### src/rtl/pipe_skid_reg_pkg.sv
// Shared pipeline-stage definitions: occupancy state encodings reused by stall-capable stages.
package pipe_skid_reg_pkg;

  typedef enum logic [1:0] {
    ST_EMPTY = 2'd0,
    ST_ONE   = 2'd1,
    ST_FULL  = 2'd2
  } skid_state_t;

  // Occupancy as a beat count; the encodings are chosen so this is an identity.
  function automatic logic [1:0] state_count(input skid_state_t st);
    return logic'(st == ST_FULL) ? 2'd2 : (st == ST_ONE) ? 2'd1 : 2'd0;
  endfunction

endpackage

### src/rtl/pipe_skid_reg_en_reg.sv
// Falling-edge register with synchronous reset to INIT and a load enable.
module en_reg #(
  parameter int unsigned       WIDTH = 32,
  parameter logic [WIDTH-1:0]  INIT  = '0
) (
  input  logic             clk,
  input  logic             rst,
  input  logic             en,
  input  logic [WIDTH-1:0] d,
  output logic [WIDTH-1:0] q
);

  always_ff @(negedge clk) begin
    if (rst) begin
      q <= INIT;
    end else if (en) begin
      q <= d;
    end
  end

endmodule

### src/rtl/pipe_skid_reg.sv
// Pipeline stage register with valid/ready handshake, one-entry skid buffer and flush.
import pipe_skid_reg_pkg::*;

module pipe_skid_reg #(
  parameter int unsigned       WIDTH = 32,
  parameter logic [WIDTH-1:0]  INIT  = '0
) (
  input  logic             clk,
  input  logic             rst,
  input  logic             flush,
  input  logic             in_valid,
  output logic             in_ready,
  input  logic [WIDTH-1:0] in_data,
  output logic             out_valid,
  input  logic             out_ready,
  output logic [WIDTH-1:0] out_data,
  output logic [1:0]       count
);

  logic             main_valid;
  logic             skid_valid;
  skid_state_t      state;
  skid_state_t      state_nxt;
  logic             accept;
  logic             drain;
  logic             main_en;
  logic             main_from_skid;
  logic             skid_en;
  logic [WIDTH-1:0] main_d;
  logic [WIDTH-1:0] skid_q;

  // The state is never stored separately; it is decoded from the two valid bits.
  always_comb begin
    state = ST_EMPTY;
    if (skid_valid) begin
      state = ST_FULL;
    end else if (main_valid) begin
      state = ST_ONE;
    end
  end

  assign out_valid = (state != ST_EMPTY);
  assign in_ready  = !rst && (state != ST_FULL);
  assign count     = state_count(state);
  assign accept    = in_valid && in_ready;
  assign drain     = out_valid && out_ready;

  always_comb begin
    state_nxt      = state;
    main_en        = 1'b0;
    main_from_skid = 1'b0;
    skid_en        = 1'b0;
    unique case (state)
      ST_EMPTY: begin
        if (accept) begin
          state_nxt = ST_ONE;
          main_en   = 1'b1;
        end
      end
      ST_ONE: begin
        if (accept && drain) begin
          main_en = 1'b1;
        end else if (accept) begin
          state_nxt = ST_FULL;
          skid_en   = 1'b1;
        end else if (drain) begin
          state_nxt = ST_EMPTY;
        end
      end
      ST_FULL: begin
        if (drain) begin
          state_nxt      = ST_ONE;
          main_en        = 1'b1;
          main_from_skid = 1'b1;
        end
      end
      default: state_nxt = ST_EMPTY;
    endcase
    // Flush drops everything held and any beat taken this cycle, without touching data.
    if (flush) begin
      state_nxt = ST_EMPTY;
      main_en   = 1'b0;
      skid_en   = 1'b0;
    end
  end

  assign main_d = main_from_skid ? skid_q : in_data;

  always_ff @(negedge clk) begin
    if (rst) begin
      main_valid <= 1'b0;
      skid_valid <= 1'b0;
    end else begin
      main_valid <= (state_nxt != ST_EMPTY);
      skid_valid <= (state_nxt == ST_FULL);
    end
  end

  en_reg #(.WIDTH(WIDTH), .INIT(INIT)) u_main_reg (
    .clk (clk),
    .rst (rst),
    .en  (main_en),
    .d   (main_d),
    .q   (out_data)
  );

  en_reg #(.WIDTH(WIDTH), .INIT(INIT)) u_skid_reg (
    .clk (clk),
    .rst (rst),
    .en  (skid_en),
    .d   (in_data),
    .q   (skid_q)
  );

endmodule

### config.mk
export PLATFORM = sky130hd
export DESIGN_NAME = pipe_skid_reg
export DESIGN_NICKNAME = d
export VERILOG_FILES = /design/src/rtl/pipe_skid_reg_pkg.sv /design/src/rtl/pipe_skid_reg_en_reg.sv /design/src/rtl/pipe_skid_reg.sv
export SDC_FILE = /design/constraint.sdc
export NUM_CORES = 1
export LEC_CHECK = 0
export BUFFER_PORTS_ARGS = -buffer_cell sky130_fd_sc_hd__buf_2
export CAP_MARGIN = 20
export CORE_MARGIN = 8
export CORE_UTILIZATION = 54
export CTS_CLUSTER_SIZE = 16
export DETAILED_ROUTE_END_ITERATION = 10
export GPL_ROUTABILITY_DRIVEN = 0
export GPL_TIMING_DRIVEN = 0
export PLACE_DENSITY = 0.91
export SYNTH_ARGS = -nofsm -noshare
export SYNTH_HDL_FRONTEND = slang
export SYNTH_SLANG_ARGS = --single-unit
### constraint.sdc
create_clock -name clk -period 1.9 [get_ports clk]
set_input_delay 0 -clock clk [delete_from_list [all_inputs] [get_ports clk]]
set_output_delay 0 -clock clk [all_outputs]
set_load 0.05 [all_outputs]
After elaboration in Yosys (flattened, before gate mapping)
Cells that the tools add are included.
- reduce and logical (&&, ||, !) cells: 8
- multiplexer cells: 21
- eq/ne operators: 4
- operators by type and width (operator ; count):
    $mux 32 ; 1
    $mux 2 ; 8
    $mux 1 ; 10
    $pmux 2 s3 ; 1
    $eq 2x2->1 const B ; 2
    $logic_and 1x1->1 ; 4
    $reduce_bool 2->1 ; 2
    $pmux 1 s3 ; 1
    $eq 2x1->1 const B ; 1
    $logic_not 2->1 ; 1
    $ne 2x2->1 const B ; 1
    $logic_not 1->1 ; 1
- input bits: 37
- flip-flop bits (word level): 66
- logic and storage cells: 37
- output and inout bits: 36

Logic depth before layout (Yosys ltp)
Gate-level depths: netlist of run 1.
- depth in word-level cells: 10
- gate-level depth with buffers: 6

Cells and area by module
From an unflattened synthesis of run 1, not the netlist that was laid out.
- cell total of the unflattened synthesis: 262
- area, all modules: 2974.1 µm²
- by module, submodules not included (module ; area each (µm²) ; sequential area each (µm²) ; cells an instance ; times used):
    en_reg ; 1167.4 ; 640.6 ; 104 ; 2
    pipe_skid_reg ; 639.4 ; 40.0 ; 54 ; 1

==> impl_metrics.json, run 1 <==
{
  "p_int_uw": 2610,
  "viasPerCell": 6.53,
  "cts_tree": "built",
  "syn2layout_area_growth_pct": 45.8,
  "hold_viol": 0,
  "yosysMostFrequentCell": "dfxtp_1",
  "synth-seq-cells": 66,
  "ys.flop_type": "dfxtp_1",
  "synth_edf_count": 0,
  "ir_drop_uv": 654,
  "placed_cells": 530,
  "cp_data_required_time_ns": 1.90,
  "drc_errors": 0,
  "swShare_pct": 37.1,
  "tightest_slew_ns": 0.609,
  "switchingPower_uw": 1540,
  "grt.overflow.total": 0,
  "wl_per_cell_um": 22.3,
  "synthTopCellsByArea": "dfxtp_1 (39%), mux2_4 (13%), a21oi_1 (9.6%)",
  "fin_ws_ns": -0.395,
  "synth_top_cell_by_area": "dfxtp_1",
  "drt_iter0_drc": 533,
  "power_leakage_uw": 0.00240,
  "violations": "setup timing",
  "die_h_um": 95.3,
  "p_clk_share_pct": 51.2,
  "fillers": 343,
  "htree_levels": 3,
  "synth_top_area_share_pct": 38.9,
  "maxSlewHeadroom_pct": 59.4,
  "cts-buffers-inserted": 9,
  "setup-tns-final_ns": -4.54,
  "synth_seq_area_share_pct": 38.9,
  "syn_nets": 418,
  "synthCells": 381,
  "slew_viol_final": 0,
  "clkLatencyLatePin_ns": 0.47,
  "via_count": 4100,
  "routed_wl_um": 14000,
  "num_rows": 29,
  "yosys-top-cells-count": "dfxtp_1 (66), a21oi_1 (65), nand3_1 (64)",
  "firstDrtPassIters": 6,
  "final_nets": 583,
  "ys_async_sr_fraction_pct": 0,
  "combPwrFrac_pct": 14.1,
  "p_seq_share_pct": 34.7,
  "start_util_pct": 54.7,
  "ant_nets": 0,
  "drive_above_1_share_pct": 37.9,
  "yosys_warnings": 0,
  "power_density_nw_per_um2": 839,
  "io_pins": 73,
  "final.setup_skew_ns": 0.0658,
  "core-area_um2": 6200,
  "finalPower_uw": 4150,
  "worstSetupPathType": "flip-flop to output port",
  "antenna_cells": 0,
  "grt_pass1_vias": 4356,
  "final_cells": 628,
  "antenna_found_initial": 0,
  "cts_buffer_depth": 2,
  "avgSynthCellArea_um2": 8.91,
  "clk_pin_slew_ns": 0.07,
  "grt_pass1_wl_um": 20800,
  "syn_area_um2": 3390,
  "min_path_type": "flip-flop to flip-flop",
  "cp-start-kind": "flip-flop",
  "cap_violations": 0,
  "post-route-util_pct": 79.8,
  "finalSetupViolCount": 40,
  "hpwl_um": 6500,
  "die_w_um": 95.3,
  "rsz0062_at_grt": "yes",
  "clockRootBuffer": "clkbuf_8",
  "grt_max_degree": 13,
  "cts.sinks": 66,
  "io_buffer_count": 72,
  "synth.distinct_cells": 23,
  "outcome": "complete, but fails checks",
  "cp_max_fo": 4,
  "worst-endpoint-arrival_ns": 2.29,
  "grtUsageTotal_pct": 29.6,
  "cp-end-kind": "output port",
  "die_area_um2": 9080,
  "postCtsHoldBufs": 0
}
[flip-flops by register name, summed over array words and instances, names as in the netlist]
register / flops
main_valid: 1
u_main_reg.q: 32
skid_valid: 1
u_skid_reg.q: 32
[power groups by stage]
stage                     Sequential [uW]  Clock, uW  Combinational [uW]
after floorplan                      1540        214                 240
after global placement               1460        214                 450
after detailed placement             1460        214                 458
after CTS                            1440       2010                 545
after global routing                 1440       2260                 604
final                                1440       2130                 584
[timing repair]
item	CTS	global route
cloned	3	0
pin swaps	1	1
endpoints found under the hold margin	0	0
setup buffers	15	4
resized for setup	70	78
endpoints found under the setup margin	98	89
[critical path, stage by stage, from the launching register on]
cell,delay (ns)
dfxtp_4,0.37
clkbuf_16,0.15
buf_12,0.12
nor2b_4,0.13
buf_8,0.15
[layout make-up]
type	count	area (um^2)	share of cell area, %
Inverter	2	7.51	0.152
Buffer	41	300	6.07
Clock buffer	9	124	2.50
Tap cell	77	96.3	1.95
Multi-Input combinational cell	269	1940	39.3
Sequential cell	66	1340	27.1
Timing Repair Buffer	91	791	16.0
Clock inverter	73	348	7.03
[cells in the final DEF, fill, tap and decap left out, drive strengths merged]
master | synthesis | final
clkinvlp | 0 | 1
nor3 | 2 | 2
clkbuf | 35 | 39
o21ai | 32 | 32
inv | 3 | 71
and3b | 1 | 1
nand2b | 1 | 1
nor2 | 2 | 2
clkinv | 0 | 1
or3 | 1 | 1
a211oi | 1 | 1
buf | 8 | 102
a221o | 1 | 1
dfxtp | 66 | 66
nor2b | 33 | 33
mux2 | 32 | 32
a21bo | 32 | 32
a21oi | 65 | 65
nand3b | 1 | 1
nand3 | 64 | 64
bufinv | 0 | 2
or2 | 1 | 1
[layer usage]
metal  GRT usage, %  vias to the layer above  share of wire, %
met5              0                        -                 0
met3           11.2                      141                12
li1               -                     1678                 -
met2           46.7                      424                45
met1           30.9                     1857                35
met4           25.0                        0               7.2
[kinds of logic after synthesis]
family,Yosys count,synth area share (%)
buffers and inverters,46,5.79
DFF,66,38.9
muxes,32,13.9
AOI/OAI and AO/OA,131,24.3
and+or+nand+nor,106,17.1
[through the flow]
step | worst slack [ns] | hold WS (ns) | area [um^2]
global route | -0.423 | 0.511 | 4950
global placement | -0.589 | 0.464 | 3940
floorplan | -0.314 | 0.459 | 3480
finish | -0.395 | 0.478 | 4950
detailed placement | -0.678 | 0.471 | 3940
CTS | -0.408 | 0.477 | 4840
[final timing paths]
| kind | to | startpoint | cells after the start | slack [ns] |
|---|---|---|---|---|
| worst max-delay path | count[0] | skid_valid$_SDFF_NP0_ | 4 | -0.39 |
| worst min-delay path | u_skid_reg.q[1]$_SDFFE_NP0P_ | u_skid_reg.q[1]$_SDFFE_NP0P_ | 2 | 0.48 |
| worst max register to register | u_main_reg.q[30]$_SDFFE_NP0P_ | skid_valid$_SDFF_NP0_ | 7 | -0.08 |
| worst min register to register | u_skid_reg.q[1]$_SDFFE_NP0P_ | u_skid_reg.q[1]$_SDFFE_NP0P_ | 2 | 0.48 |
(Power assumes the default switching activity.)
==> inputs of run 2 (changes only) <==
--- a/config.mk
+++ b/config.mk
@@ -8,12 +8,14 @@
 export BUFFER_PORTS_ARGS = -buffer_cell sky130_fd_sc_hd__buf_2
 export CAP_MARGIN = 20
 export CORE_MARGIN = 8
-export CORE_UTILIZATION = 54
+export CORE_UTILIZATION = 53
 export CTS_CLUSTER_SIZE = 16
 export DETAILED_ROUTE_END_ITERATION = 10
 export GPL_ROUTABILITY_DRIVEN = 0
 export GPL_TIMING_DRIVEN = 0
 export PLACE_DENSITY = 0.91
+export SKIP_LAST_GASP = 1
 export SYNTH_ARGS = -nofsm -noshare
 export SYNTH_HDL_FRONTEND = slang
+export SYNTH_HIERARCHICAL = 1
 export SYNTH_SLANG_ARGS = --single-unit
==> run 2 against run 1 <==
Compared with the run above: synthesized cell count shrank 31%; sequential power is essentially flat; final area shrank 17%; hold slack lost 0.087 ns; the run still ends with setup timing left; clock-buffer cell count is the same; non-clock buffer count shrank 39; clock power shrank 17%; final cell count shrank 23%; critical endpoint is now out_valid; flip-flop and latch count is the same; clock skew shrank 0.045 ns; via count shrank 42%.
==> impl_metrics.json, run 2 <==
{
  "syn_area_um2": 2970,
  "synth_seq_area_share_pct": 44.4,
  "clkLatencyLatePin_ns": 0.39,
  "die_h_um": 90.9,
  "hold-worst-slack_ns": 0.392,
  "final_common_cell": "inv_1",
  "worstSetupPathType": "flip-flop to output port",
  "hpwl_um": 4680,
  "cts-buffers-inserted": 9,
  "cpPeakStageDelay_ns": 0.33,
  "grt_max_degree": 15,
  "syn_nets": 299,
  "fin_ws_ns": -0.186,
  "drive_above_1_share_pct": 35.3,
  "p_seq_share_pct": 40.1,
  "synth_edf_count": 0,
  "drc_errors": 0,
  "wl_per_cell_um": 14.0,
  "die_w_um": 90.9,
  "switchingPower_uw": 1090,
  "outcome": "complete, but fails checks",
  "min_path_type": "input pin to output port",
  "ys_async_sr_fraction_pct": 0,
  "grt.overflow.total": 0,
  "clk_pin_slew_ns": 0.05,
  "finalPower_uw": 3600,
  "ys.flop_type": "dfxtp_1",
  "clockRootBuffer": "clkbuf_8",
  "synth_top_cell_by_area": "dfxtp_1",
  "synthCells": 262,
  "cts.sinks": 66,
  "grtUsageTotal_pct": 16.4,
  "core-area_um2": 5470,
  "postLayoutCellArea_um2": 4110,
  "ir_drop_uv": 511,
  "fillers": 380,
  "cts_tree": "built",
  "cts_buffer_depth": 2,
  "rsz0062_at_grt": "yes",
  "placed_cell_area_um2": 3450,
  "slowest_stage": "dfxtp_2",
  "final_cell_mix": "inv_1 (68), nor2_1 (65), mux2i_1 (63)",
  "io_buffer_count": 72,
  "final.setup_skew_ns": 0.0212,
  "maxSlewHeadroom_pct": 64.8,
  "cp-start-kind": "flip-flop",
  "combPwrFrac_pct": 11.0,
  "power_density_nw_per_um2": 876,
  "yosys-top-cells-count": "dfxtp_1 (66), nor2_1 (66), mux2i_1 (64)",
  "final_nets": 448,
  "synth_top_area_share_pct": 44.4,
  "ant_nets": 0,
  "post-place-ws_ns": -0.431,
  "placed_cells": 406,
  "io_pins": 73,
  "synth.distinct_cells": 18,
  "tightest_slew_ns": 0.528,
  "grt_pass1_vias": 2670,
  "yosys_warnings": 6,
  "firstDrtPassIters": 5,
  "final_cells": 486,
  "antenna_cells": 0,
  "antenna_found_initial": 0,
  "hold_viol": 0,
  "synthTopCellsByArea": "dfxtp_1 (44%), mux2i_1 (22%), mux2_4 (15%)",
  "worst-endpoint-arrival_ns": 2.09,
  "violations": "setup timing",
  "avgSynthCellArea_um2": 11.4,
  "syn2layout_area_growth_pct": 38.1,
  "cp_max_fo": 4,
  "htree_levels": 3,
  "die_area_um2": 8260,
  "routed_wl_um": 6820,
  "via_count": 2389,
  "finalSetupViolCount": 6,
  "power_leakage_uw": 0.00202,
  "num_rows": 27,
  "cp-end-kind": "output port",
  "reg.largest.list": "u_main_reg/q x32, u_skid_reg/q x32",
  "cp_data_required_time_ns": 1.90,
  "grt_pass1_wl_um": 11200,
  "p_clk_share_pct": 48.9,
  "viasPerCell": 4.92,
  "drt_iter0_drc": 65,
  "swShare_pct": 30.4,
  "synth-seq-cells": 66,
  "slew_viol_final": 0,
  "path_cells": "or2_4, buf_8",
  "start_util_pct": 54.3,
  "cap_violations": 0,
  "p_int_uw": 2500
}
[run 2: logic make-up (layout without fill, tap and decap cells)]
family	Yosys count	after routing	share of synthesized area [%]
muxes	96	96	37.4
and+or+nand+nor	74	74	9.97
DFF	66	66	44.4
buffers and inverters	23	175	7.45
AOI/OAI and AO/OA	3	3	0.715
[run 2: final cells by class]
cell class | instances | area [um^2] | area share [%]
multi-input combinational | 173 | 1480 | 36.0
timing repair buffer | 75 | 551 | 13.4
tap | 72 | 90.1 | 2.19
inverter | 2 | 7.51 | 0.183
sequential | 66 | 1330 | 32.4
buffer | 18 | 204 | 4.97
clock inverter | 71 | 324 | 7.89
clock buffer | 9 | 124 | 3.02
[run 2: final timing paths]
check	startpoint	end	slack (ns)	depth (start not counted)
min reg2reg	u_skid_reg/q[19]$_SDFFE_NP0P_	u_skid_reg/q[19]$_SDFFE_NP0P_	0.49	2
max reg2reg	skid_valid$_SDFF_NP0_	u_main_reg/q[23]$_SDFFE_NP0P_	0.23	7
min	rst	in_ready	0.39	3
max	main_valid$_SDFF_NP0_	out_valid	-0.19	2
[run 2: stage by stage]
step / TNS (ns) / util [%]
floorplan: -1.26 / -
global placement: -20.47 / 63.0
detailed placement: -22.48 / 63.0
CTS: -0.566 / 73.7
global route: -1.23 / 75.0
finish: -0.570 / 75.0
[run 2: power by group through the flow]
stage	clock network, uW	registers (uW)	logic (uW)
after floorplan	222	1540	166
after global placement	222	1460	351
after detailed placement	222	1460	359
after CTS	1840	1440	386
after global routing	1990	1440	416
final	1760	1440	394
[run 2: per-layer routing]
| layer | vias up | share of wire [%] | wire, um | track usage, % |
|---|---|---|---|---|
| met5 | - | 0 | 0 | 0 |
| met4 | 0 | 1.3 | 90 | 10.9 |
| met3 | 8 | 6.3 | 431 | 8.65 |
| met2 | 70 | 52 | 3550 | 28.1 |
| met1 | 1132 | 40 | 2740 | 14.9 |
| li1 | 1179 | - | - | - |
[run 2: repair_timing]
action                     4_1_cts  5_1_grt
pin swaps                        0        2
hold buffers                     0        0
setup endpoints to repair       39       52
setup buffers                    2        1
gates resized for setup         50       19
[run 2: worst max-delay path, delay by kind of cell, from the launching register on]
kind	cells	cell delay [ns]
buf+inv	1	0.15
simple gates	1	0.26
flops	1	0.33
